### config.mk
export PLATFORM = sky130hd
export DESIGN_NAME = simt_pdom_scheduler
export DESIGN_NICKNAME = d
export VERILOG_FILES = /design/src/rtl/simt_pdom_scheduler.sv
export SDC_FILE = /design/constraint.sdc
export NUM_CORES = 1
export LEC_CHECK = 0
export ABC_CLOCK_PERIOD_IN_PS = 4450
export CAP_MARGIN = 20
export CORE_ASPECT_RATIO = 0.9
export CORE_MARGIN = 3
export CORE_UTILIZATION = 40
export DETAILED_ROUTE_END_ITERATION = 12
export PLACE_DENSITY = 0.64
export SLEW_MARGIN = 20
export SYNTH_ARGS = -nofsm -noshare
export SYNTH_HDL_FRONTEND = slang
export SYNTH_SLANG_ARGS = --single-unit
### constraint.sdc
create_clock -name clk -period 4.45 [get_ports clk]
set_input_delay 0.89 -clock clk [delete_from_list [all_inputs] [get_ports clk]]
set_output_delay 0.89 -clock clk [all_outputs]
set_load 0.01 [all_outputs]
### src/rtl/simt_pdom_scheduler.sv
// Per-core SIMT control FSM with a post-dominator reconvergence stack.
// It splits divergent branches into two paths, reconverges at the compiler-supplied PC and retires lanes on RET.
module simt_pdom_scheduler #(
    parameter int THREADS_PER_BLOCK     = 4,
    parameter int PROGRAM_MEM_ADDR_BITS = 8,
    parameter int STACK_DEPTH           = 4
) (
    input  logic                                               clk,
    input  logic                                               reset,
    input  logic                                               start,
    input  logic                                               decoded_ret,
    input  logic [1:0]                                         decoded_pc_mux,
    input  logic [PROGRAM_MEM_ADDR_BITS-1:0]                   decoded_reconv_pc,
    input  logic [2:0]                                         fetcher_state,
    input  logic [2*THREADS_PER_BLOCK-1:0]                     lsu_state,
    input  logic [THREADS_PER_BLOCK*PROGRAM_MEM_ADDR_BITS-1:0] next_pc,
    output logic [PROGRAM_MEM_ADDR_BITS-1:0]                   current_pc,
    output logic [THREADS_PER_BLOCK-1:0]                       active_mask,
    output logic [2:0]                                         core_state,
    output logic                                               done,
    output logic [$clog2(STACK_DEPTH+1)-1:0]                   stack_depth,
    output logic                                               overflow_error
);
    localparam int T    = THREADS_PER_BLOCK;
    localparam int PCW  = PROGRAM_MEM_ADDR_BITS;
    localparam int SDW  = $clog2(STACK_DEPTH + 1);
    localparam int IDXW = $clog2(STACK_DEPTH);

    typedef enum logic [2:0] {
        S_IDLE    = 3'd0,
        S_FETCH   = 3'd1,
        S_DECODE  = 3'd2,
        S_REQUEST = 3'd3,
        S_WAIT    = 3'd4,
        S_EXECUTE = 3'd5,
        S_UPDATE  = 3'd6,
        S_DONE    = 3'd7
    } state_t;

    state_t           state_q, state_d;
    logic [PCW-1:0]   pc_q, pc_d;
    logic [T-1:0]     mask_q, mask_d;
    logic [T-1:0]     exited_q, exited_d;
    logic [PCW-1:0]   rpc_q, rpc_d;
    logic             rpc_valid_q, rpc_valid_d;
    logic [SDW-1:0]   sp_q, sp_d;
    logic             done_q, done_d;
    logic             ovf_q, ovf_d;

    logic [PCW-1:0]   stk_pc_q        [STACK_DEPTH];
    logic [T-1:0]     stk_mask_q      [STACK_DEPTH];
    logic [PCW-1:0]   stk_rpc_q       [STACK_DEPTH];
    logic             stk_rpc_valid_q [STACK_DEPTH];

    logic [IDXW-1:0]  tos_idx, push_lo_idx, push_hi_idx;
    logic [PCW-1:0]   tos_pc, tos_rpc;
    logic [T-1:0]     tos_mask;
    logic             tos_rpc_valid;
    logic             push_en;

    logic [PCW-1:0]   fallthrough, target, npc_uniform, lane_npc;
    logic [T-1:0]     taken, not_taken;
    logic             found_taken, found_active, lsu_busy;

    assign tos_idx       = IDXW'(sp_q - SDW'(1));
    assign push_lo_idx   = IDXW'(sp_q);
    assign push_hi_idx   = IDXW'(sp_q + SDW'(1));
    assign tos_pc        = stk_pc_q[tos_idx];
    assign tos_mask      = stk_mask_q[tos_idx];
    assign tos_rpc       = stk_rpc_q[tos_idx];
    assign tos_rpc_valid = stk_rpc_valid_q[tos_idx];
    assign fallthrough   = pc_q + PCW'(1);

    // Lane classification only looks at active lanes; idle lanes carry stale next_pc.
    always_comb begin
        taken        = '0;
        not_taken    = '0;
        target       = '0;
        npc_uniform  = '0;
        lane_npc     = '0;
        found_taken  = 1'b0;
        found_active = 1'b0;
        lsu_busy     = 1'b0;
        for (int i = 0; i < T; i++) begin
            lane_npc = next_pc[i*PCW +: PCW];
            if (mask_q[i]) begin
                if (lane_npc != fallthrough) begin
                    taken[i] = 1'b1;
                    if (!found_taken) begin
                        target      = lane_npc;
                        found_taken = 1'b1;
                    end
                end else begin
                    not_taken[i] = 1'b1;
                end
                if (!found_active) begin
                    npc_uniform  = lane_npc;
                    found_active = 1'b1;
                end
                if (lsu_state[2*i +: 2] == 2'b01 || lsu_state[2*i +: 2] == 2'b10) begin
                    lsu_busy = 1'b1;
                end
            end
        end
    end

    always_comb begin
        state_d     = state_q;
        pc_d        = pc_q;
        mask_d      = mask_q;
        exited_d    = exited_q;
        rpc_d       = rpc_q;
        rpc_valid_d = rpc_valid_q;
        sp_d        = sp_q;
        done_d      = done_q;
        ovf_d       = ovf_q;
        push_en     = 1'b0;
        case (state_q)
            S_IDLE: begin
                if (start) begin
                    state_d     = S_FETCH;
                    mask_d      = '1;
                    exited_d    = '0;
                    sp_d        = '0;
                    rpc_valid_d = 1'b0;
                end
            end
            S_FETCH:   if (fetcher_state == 3'b010) state_d = S_DECODE;
            S_DECODE:  state_d = S_REQUEST;
            S_REQUEST: state_d = S_WAIT;
            S_WAIT:    if (!lsu_busy) state_d = S_EXECUTE;
            S_EXECUTE: state_d = S_UPDATE;
            S_UPDATE: begin
                if (decoded_ret || mask_q == '0) begin
                    exited_d = exited_q | mask_q;
                    if (sp_q == '0) begin
                        done_d  = 1'b1;
                        state_d = S_DONE;
                    end else begin
                        pc_d        = tos_pc;
                        mask_d      = tos_mask & ~exited_d;
                        rpc_d       = tos_rpc;
                        rpc_valid_d = tos_rpc_valid;
                        sp_d        = sp_q - SDW'(1);
                        // An all-retired entry is popped again on the next cycle.
                        state_d     = (mask_d == '0) ? S_UPDATE : S_FETCH;
                    end
                end else if (decoded_pc_mux == 2'd1 && (|taken) && (|not_taken)) begin
                    if (sp_q > SDW'(STACK_DEPTH - 2)) begin
                        ovf_d   = 1'b1;
                        done_d  = 1'b1;
                        state_d = S_DONE;
                    end else begin
                        push_en     = 1'b1;
                        sp_d        = sp_q + SDW'(2);
                        pc_d        = target;
                        mask_d      = taken;
                        rpc_d       = decoded_reconv_pc;
                        rpc_valid_d = 1'b1;
                        state_d     = S_FETCH;
                    end
                end else begin
                    if (rpc_valid_q && npc_uniform == rpc_q && sp_q != '0) begin
                        pc_d        = tos_pc;
                        mask_d      = tos_mask & ~exited_q;
                        rpc_d       = tos_rpc;
                        rpc_valid_d = tos_rpc_valid;
                        sp_d        = sp_q - SDW'(1);
                    end else begin
                        pc_d = npc_uniform;
                    end
                    state_d = S_FETCH;
                end
            end
            default: state_d = S_DONE;
        endcase
    end

    always_ff @(posedge clk) begin
        if (reset) begin
            state_q     <= S_IDLE;
            pc_q        <= '0;
            mask_q      <= '1;
            exited_q    <= '0;
            rpc_q       <= '0;
            rpc_valid_q <= 1'b0;
            sp_q        <= '0;
            done_q      <= 1'b0;
            ovf_q       <= 1'b0;
        end else begin
            state_q     <= state_d;
            pc_q        <= pc_d;
            mask_q      <= mask_d;
            exited_q    <= exited_d;
            rpc_q       <= rpc_d;
            rpc_valid_q <= rpc_valid_d;
            sp_q        <= sp_d;
            done_q      <= done_d;
            ovf_q       <= ovf_d;
        end
    end

    // Lower entry resumes the pre-branch path at the reconvergence PC; upper entry is the not-taken path.
    always_ff @(posedge clk) begin
        if (push_en && !reset) begin
            stk_pc_q[push_lo_idx]        <= decoded_reconv_pc;
            stk_mask_q[push_lo_idx]      <= mask_q;
            stk_rpc_q[push_lo_idx]       <= rpc_q;
            stk_rpc_valid_q[push_lo_idx] <= rpc_valid_q;
            stk_pc_q[push_hi_idx]        <= fallthrough;
            stk_mask_q[push_hi_idx]      <= not_taken;
            stk_rpc_q[push_hi_idx]       <= decoded_reconv_pc;
            stk_rpc_valid_q[push_hi_idx] <= 1'b1;
        end
    end

    assign current_pc     = pc_q;
    assign active_mask    = mask_q;
    assign core_state     = state_q;
    assign done           = done_q;
    assign stack_depth    = sp_q;
    assign overflow_error = ovf_q;

endmodule
## Yosys cells after proc, flatten, opt, wreduce, memory -nomap -nowiden

Memories as Yosys holds them, arrays and structs flattened.
Cells that the tools add are included.

| storage, ports and cells | value |
|---|---|
| register bits | 33 |
| latch bits | 0 |
| RAM bits | 84 |
| bits in read-only memories | 0 |
| input port bits | 57 |
| output and inout port bits | 20 |
| logic and storage cells | 186 |
| memories | 4 |

| operators by class | value |
|---|---|
| add/sub/neg operators | 4 |
| $mul | 0 |
| divide/modulo/power cells | 0 |
| order comparisons | 1 |
| eq/ne operators | 31 |
| shift-type cells | 0 |
| multiplexer cells | 102 |
| bitwise gates (word level) | 6 |
| reduce and logical (&&, ||, !) cells | 29 |

Memory list:

| name | words | width | rd ports | clocked after Yosys merged registers in | write ports | RTL line | source |
|---|---|---|---|---|---|---|---|
| stk_pc_q | 4 | 8 | 1 | 0 | 2 | 50 | `logic [PCW-1:0] stk_pc_q [STACK_DEPTH];` |
| stk_rpc_q | 4 | 8 | 1 | 0 | 2 | 52 | `logic [PCW-1:0] stk_rpc_q [STACK_DEPTH];` |
| stk_mask_q | 4 | 4 | 1 | 0 | 2 | 51 | `logic [T-1:0] stk_mask_q [STACK_DEPTH];` |
| stk_rpc_valid_q | 4 | 1 | 1 | 0 | 2 | 53 | `logic stk_rpc_valid_q [STACK_DEPTH];` |

Operators by type and width:

| operator | number |
|---|---|
| $mux 8 | 28 |
| $mux 1 | 47 |
| $mux 3 | 14 |
| $mux 4 | 8 |
| $ne 8x8->1 | 4 |
| $pmux 3 s7 | 1 |
| $pmux 4 s2 | 2 |
| $reduce_and 4->1 | 3 |
| $eq 2x1->1 const B | 5 |
| $ne 2x2->1 const B | 5 |
| $eq 3x2->1 const B | 3 |
| $eq 3x3->1 const B | 3 |
| $reduce_and 3->1 | 3 |
| $add 8x1->8 const B | 1 |
| $and 4x4->4 | 2 |
| $eq 2x2->1 const B | 4 |
| $eq 8x8->1 | 1 |
| $logic_not 4->1 | 2 |
| $ne 4x4->1 const B | 2 |
| $not 4->4 | 2 |
| $reduce_or 4->1 | 2 |
| $logic_not 3->1 | 2 |
| $ne 3x3->1 const B | 2 |
| $pmux 3 s2 | 1 |
| 15 further kinds | 26 |

## Logic depth before layout (Yosys ltp)

| depth | value |
|---|---|
| word-level depth | 16 |
| depth in mapped cells | 15 |
| mapped depth without buffers | 10 |

## Worst setup path before layout

No wires, ideal clock.

| path | value |
|---|---|
| kind | reg2reg |
| start point | reg sp_q[0] (netlist: stack_depth[0]) |
| end point | reg state_q[1] (netlist: core_state[1]) |
| setup time | 0.091 ns |
| arrival time | 3.745 ns |
| setup slack | 0.614 ns |
| stages on the path, launching flop included | 13 |
| buffers on the path | 4 |
| clock period less this slack | 3.836 ns |
| path through | dfxtp_1 > clkbuf_1 > clkbuf_1 > clkbuf_1 > inv_1 > ha_1 > buf_1 > mux4_2 > nand2b_1 > nor2_1 > nor4_1 > nand3_1 > a311oi_1 |

| between the ends | value |
|---|---|
| word-level cells in the longest chain between the ends | 8 |

Ends and longest elaborated chain:

| what | RTL line | source |
|---|---|---|
| start, declared | 46 | `logic [SDW-1:0] sp_q, sp_d;` |
| start signal, assigned | 197 | `sp_q <= sp_d;` |
| $sub 3x1->3 | n/a |  |
| $mem_v2 4x4 | n/a |  |
| $and 4x4->4 | 141 | `mask_d = tos_mask & ~exited_d;` |
| $logic_not 4->1 | 146 | `state_d = (mask_d == '0) ? S_UPDATE : S_FETCH;` |
| $mux 3 | 146 |  |
| $mux 3 | 136 | `if (sp_q == '0) begin` |
| $mux 3 * | 134 | `if (decoded_ret \|\| mask_q == '0) begin` |
| $pmux 3 s7 * | 118 | `case (state_q)` |
| end signal, assigned | 191 | `state_q <= state_d;` |
| end, declared | 40 | `state_t state_q, state_d;` |

Mark *: on every way between the ends. The rest lies on a longest branch, timed or not.
A chain may end at the register's enable or synchronous reset.

## Final worst setup path

| path | value |
|---|---|
| start point | reg pc_q[1] (netlist: current_pc[1]) |
| end point | reg mask_q[2] (netlist: active_mask[2]) |

| between the ends | value |
|---|---|
| word-level cells in the longest chain between the ends | 10 |

Ends and longest elaborated chain:

| what | RTL line | source |
|---|---|---|
| start, declared | 41 | `logic [PCW-1:0] pc_q, pc_d;` |
| start signal, assigned | 192 | `pc_q <= pc_d;` |
| $add 8x1->8 * | 72 | `assign fallthrough = pc_q + PCW'(1);` |
| $ne 8x8->1 | 87 | `if (lane_npc != fallthrough) begin` |
| $mux 1 | 87 |  |
| $mux 1 | 86 | `if (mask_q[i]) begin` |
| $reduce_or 4->1 | 148 | `end else if (decoded_pc_mux == 2'd1 && (\|taken) && (\|not_taken)) begin` |
| $logic_and 1x1->1 (2 in a row) | 148 |  |
| $mux 4 | 148 |  |
| $mux 4 | 134 |  |
| $pmux 4 s2 | 118 |  |
| end signal, assigned | 193 | `mask_q <= mask_d;` |
| end, declared | 42 | `logic [T-1:0] mask_q, mask_d;` |

Mark *: on every way between the ends. The rest lies on a longest branch, timed or not. The select of a mux whose other input is x is not followed.

==> results.yml <==
clock_tree:
  cts_root_buf: "clkbuf_16"
  postCtsHoldBufs: 0
  path_clk_slew_ns: 0.06
  postCtsSetupRepairBufs: 0
  cts_buffers: 17
  cts_resized: 0
  cts_tree: "built"
  clock_sinks: 117
  htree_levels: 4
  clkLatencyLatePin_ns: 0.42
  ctsLongestPathBuffers: 2
setup_path:
  path_max_fanout: 8
  worstPathRequired_ns: 4.72
  r2r_slack_ns: 0.53
  critPathMaxStageDelay_ns: 0.53
  path_cells: "ha_1 > and3_1 > buf_4 > nand3_1 > o22ai_1 > and4_1 > o2111ai_1 > a211o_1 > a31oi_2 > nor3b_2 > a32oi_1"
  cp.arrival_ns: 4.19
  cp_slowest_cell: "a211o_1"
  critPathKind: "register to register"
  worstSetupStartpointType: "register"
  cp-end-kind: "register"
power:
  ir_drop_uv: 286
  p_total_mw: 2.83
  cellLeakagePower_nw: 3.39
  powerDensity_nw_per_um2: 303
synth:
  async_flop_share: 0
  synth_cell_types: 80
  syn_inst: 716
  yosysWarningCount: 0
  ys_ff_latch: 117
  mappedNetlistNets: 781
  synth.avg_cell_area_um2: 10.6
  synthFlopType: "edfxtp_1"
  synth_area_um2: 7600
  synth_edf_count: 80
  yosysSeqAreaShare: 0.414
die:
  die_h_um: 137
  io_pins: 77
  start_util: 0.410
  die_x_um: 151
  rows: 47
  die_area_um2: 20700
  core_area_um2: 18500
global_route:
  grt_pass1_wl_um: 36200
  grt_usage: 0.231
  grt_overflow: 0
  antenna_found_initial: 0
  grt_pass1_vias: 6264
  grt_max_degree: 33
drt:
  wl_met2_um: 10700
  dr.first_iter.drc_count: 642
  dr.pass1.iters: 5
  viasPerCell: 6.01
  wl_met3_um: 2260
  met1_length_um: 10400
  totalWireLength_um: 23700
  vias: 6358
  top_layer: "met4"
  drcViolationCount: 0
  wire_per_inst_um: 22.4
  detail-route-antenna-nets: 0
sta:
  tightest_slew_ns: 0.848
  clock_skew_ns: 0.0134
  relSlewSlack: 0.429
  finalCritPeriodShare: 0.882
  final_max_slew_viol_count: 0
  fmax_mhz: 255
  setup_viol: 0
  tns_ns: 0
  finalHoldViolCount: 0
  setup_ws_ns: 0.525
  timing.final.crit_period_ns: 3.92
  rsz0062_at_grt: "false"
place:
  gp_congestion: 0.904
  portBuffers: 76
  post-place-ws_ns: 0.278
  dp_hpwl_um: 16700
layout:
  area_growth_pct: 22.6
  diodes: 0
  drive_gt1_frac: 0.173
  nets: 865
job:
  maxCapViolations: 0
status:
  status: "finished clean"
hold_path:
  min_path_type: "register to register"
## synthesized netlist by cell type, types with 17 or more instances
| library cell | instances | share of area |
|---|---|---|
| clkbuf_1 | 26 | 0.013 |
| nor2_1 | 36 | 0.018 |
| mux4_2 | 21 | 0.062 |
| inv_1 | 17 | 0.0084 |
| edfxtp_1 | 80 | 0.32 |
| a21oi_1 | 33 | 0.022 |
| xnor2_1 | 38 | 0.044 |
| o21ai_0 | 44 | 0.029 |
| dfxtp_1 | 37 | 0.097 |
| mux2_2 | 21 | 0.031 |
| mux2i_1 | 17 | 0.022 |
| nand2_1 | 81 | 0.040 |
## registers in the layout, summed over array words and instances (netlist names)
signal and flops:
rpc_q 8, core_state 3, active_mask 4, current_pc 8, overflow_error 1, done 1, stk_rpc_q 32, stack_depth 3
stk_rpc_valid_q 4, exited_q 4, stk_pc_q 32, stk_mask_q 16, rpc_valid_q 1
## critical path, delay by kind of cell (launching register included)
family                     cells  cell delay (ns)
AOI/OAI and AO/OA              5             1.53
adders and majority gates      1             0.34
and+or+nand+nor                4             1.28
DFF                            1             0.43
buffers and inverters          1             0.20
## stage by stage
stage               cell area (um^2)  hold slack, ns  std cells   util
floorplan                       7600           0.428        716      -
global placement                8740           0.439       1026  0.472
detailed placement              8740           0.444       1026  0.472
CTS                             9320           0.455       1058  0.503
global route                    9320           0.487       1058  0.503
finish                          9320           0.458       1058  0.503
## routing by layer
metal / GRT usage / up-vias
met5: 0 / -
met4: 0.0639 / 0
met3: 0.0560 / 39
met2: 0.362 / 317
met1: 0.320 / 3109
li1: - / 2893
## power breakdown
part | leakage [nW] | total, mW | internal (mW) | switching (mW)
registers | 1.09 | 1.19 | 1.17 | 0.0200
logic | 2.03 | 0.317 | 0.153 | 0.163
clock network | 0.269 | 1.32 | 0.816 | 0.505
## cell families (layout without fill, tap and decap cells)
family                     Yosys count  count (layout)  synth area share
and+or+nand+nor                    195             195             0.131
DFF                                117             117             0.414
AOI/OAI and AO/OA                  206             206             0.196
xor gates and xnor gates            58              58            0.0802
muxes                               62              62             0.122
adders and majority gates            8               8            0.0132
buffers and inverters               70             167            0.0435
## final cells by class
class | instances | area [um^2]
Clock inverter | 10 | 100
Multi-Input combinational cell | 529 | 4120
Inverter | 20 | 75.1
Clock buffer | 22 | 474
Timing Repair Buffer | 115 | 1090
Fill cell | 1646 | 9210
Tap cell | 245 | 307
Sequential cell | 117 | 3140
## cell usage in the layout, fill, tap and decap left out, types with 13 or more instances in the layout
cell type / n
inv_1: 17
nand2b_1: 16
a311oi_1: 13
nand2_1: 81
xor2_1: 13
a21oi_1: 33
edfxtp_1: 80
xnor2_1: 38
clkdlybuf4s50_1: 76
a22oi_1: 15
dfxtp_1: 36
clkbuf_16: 17
o21ai_0: 44
mux4_2: 21
buf_4: 36
mux2i_1: 17
mux2_2: 21
nor2_1: 36
## path summary, 6_finish.rpt
check / end / startpoint / cells past startpoint
worst min-delay path: done / done / 2
worst min register to register: done / done / 2
worst max register to register: active_mask[2] / current_pc[1] / 11
worst max-delay path: active_mask[2] / current_pc[1] / 11
Note: power is estimated with default switching activity, not from simulation.
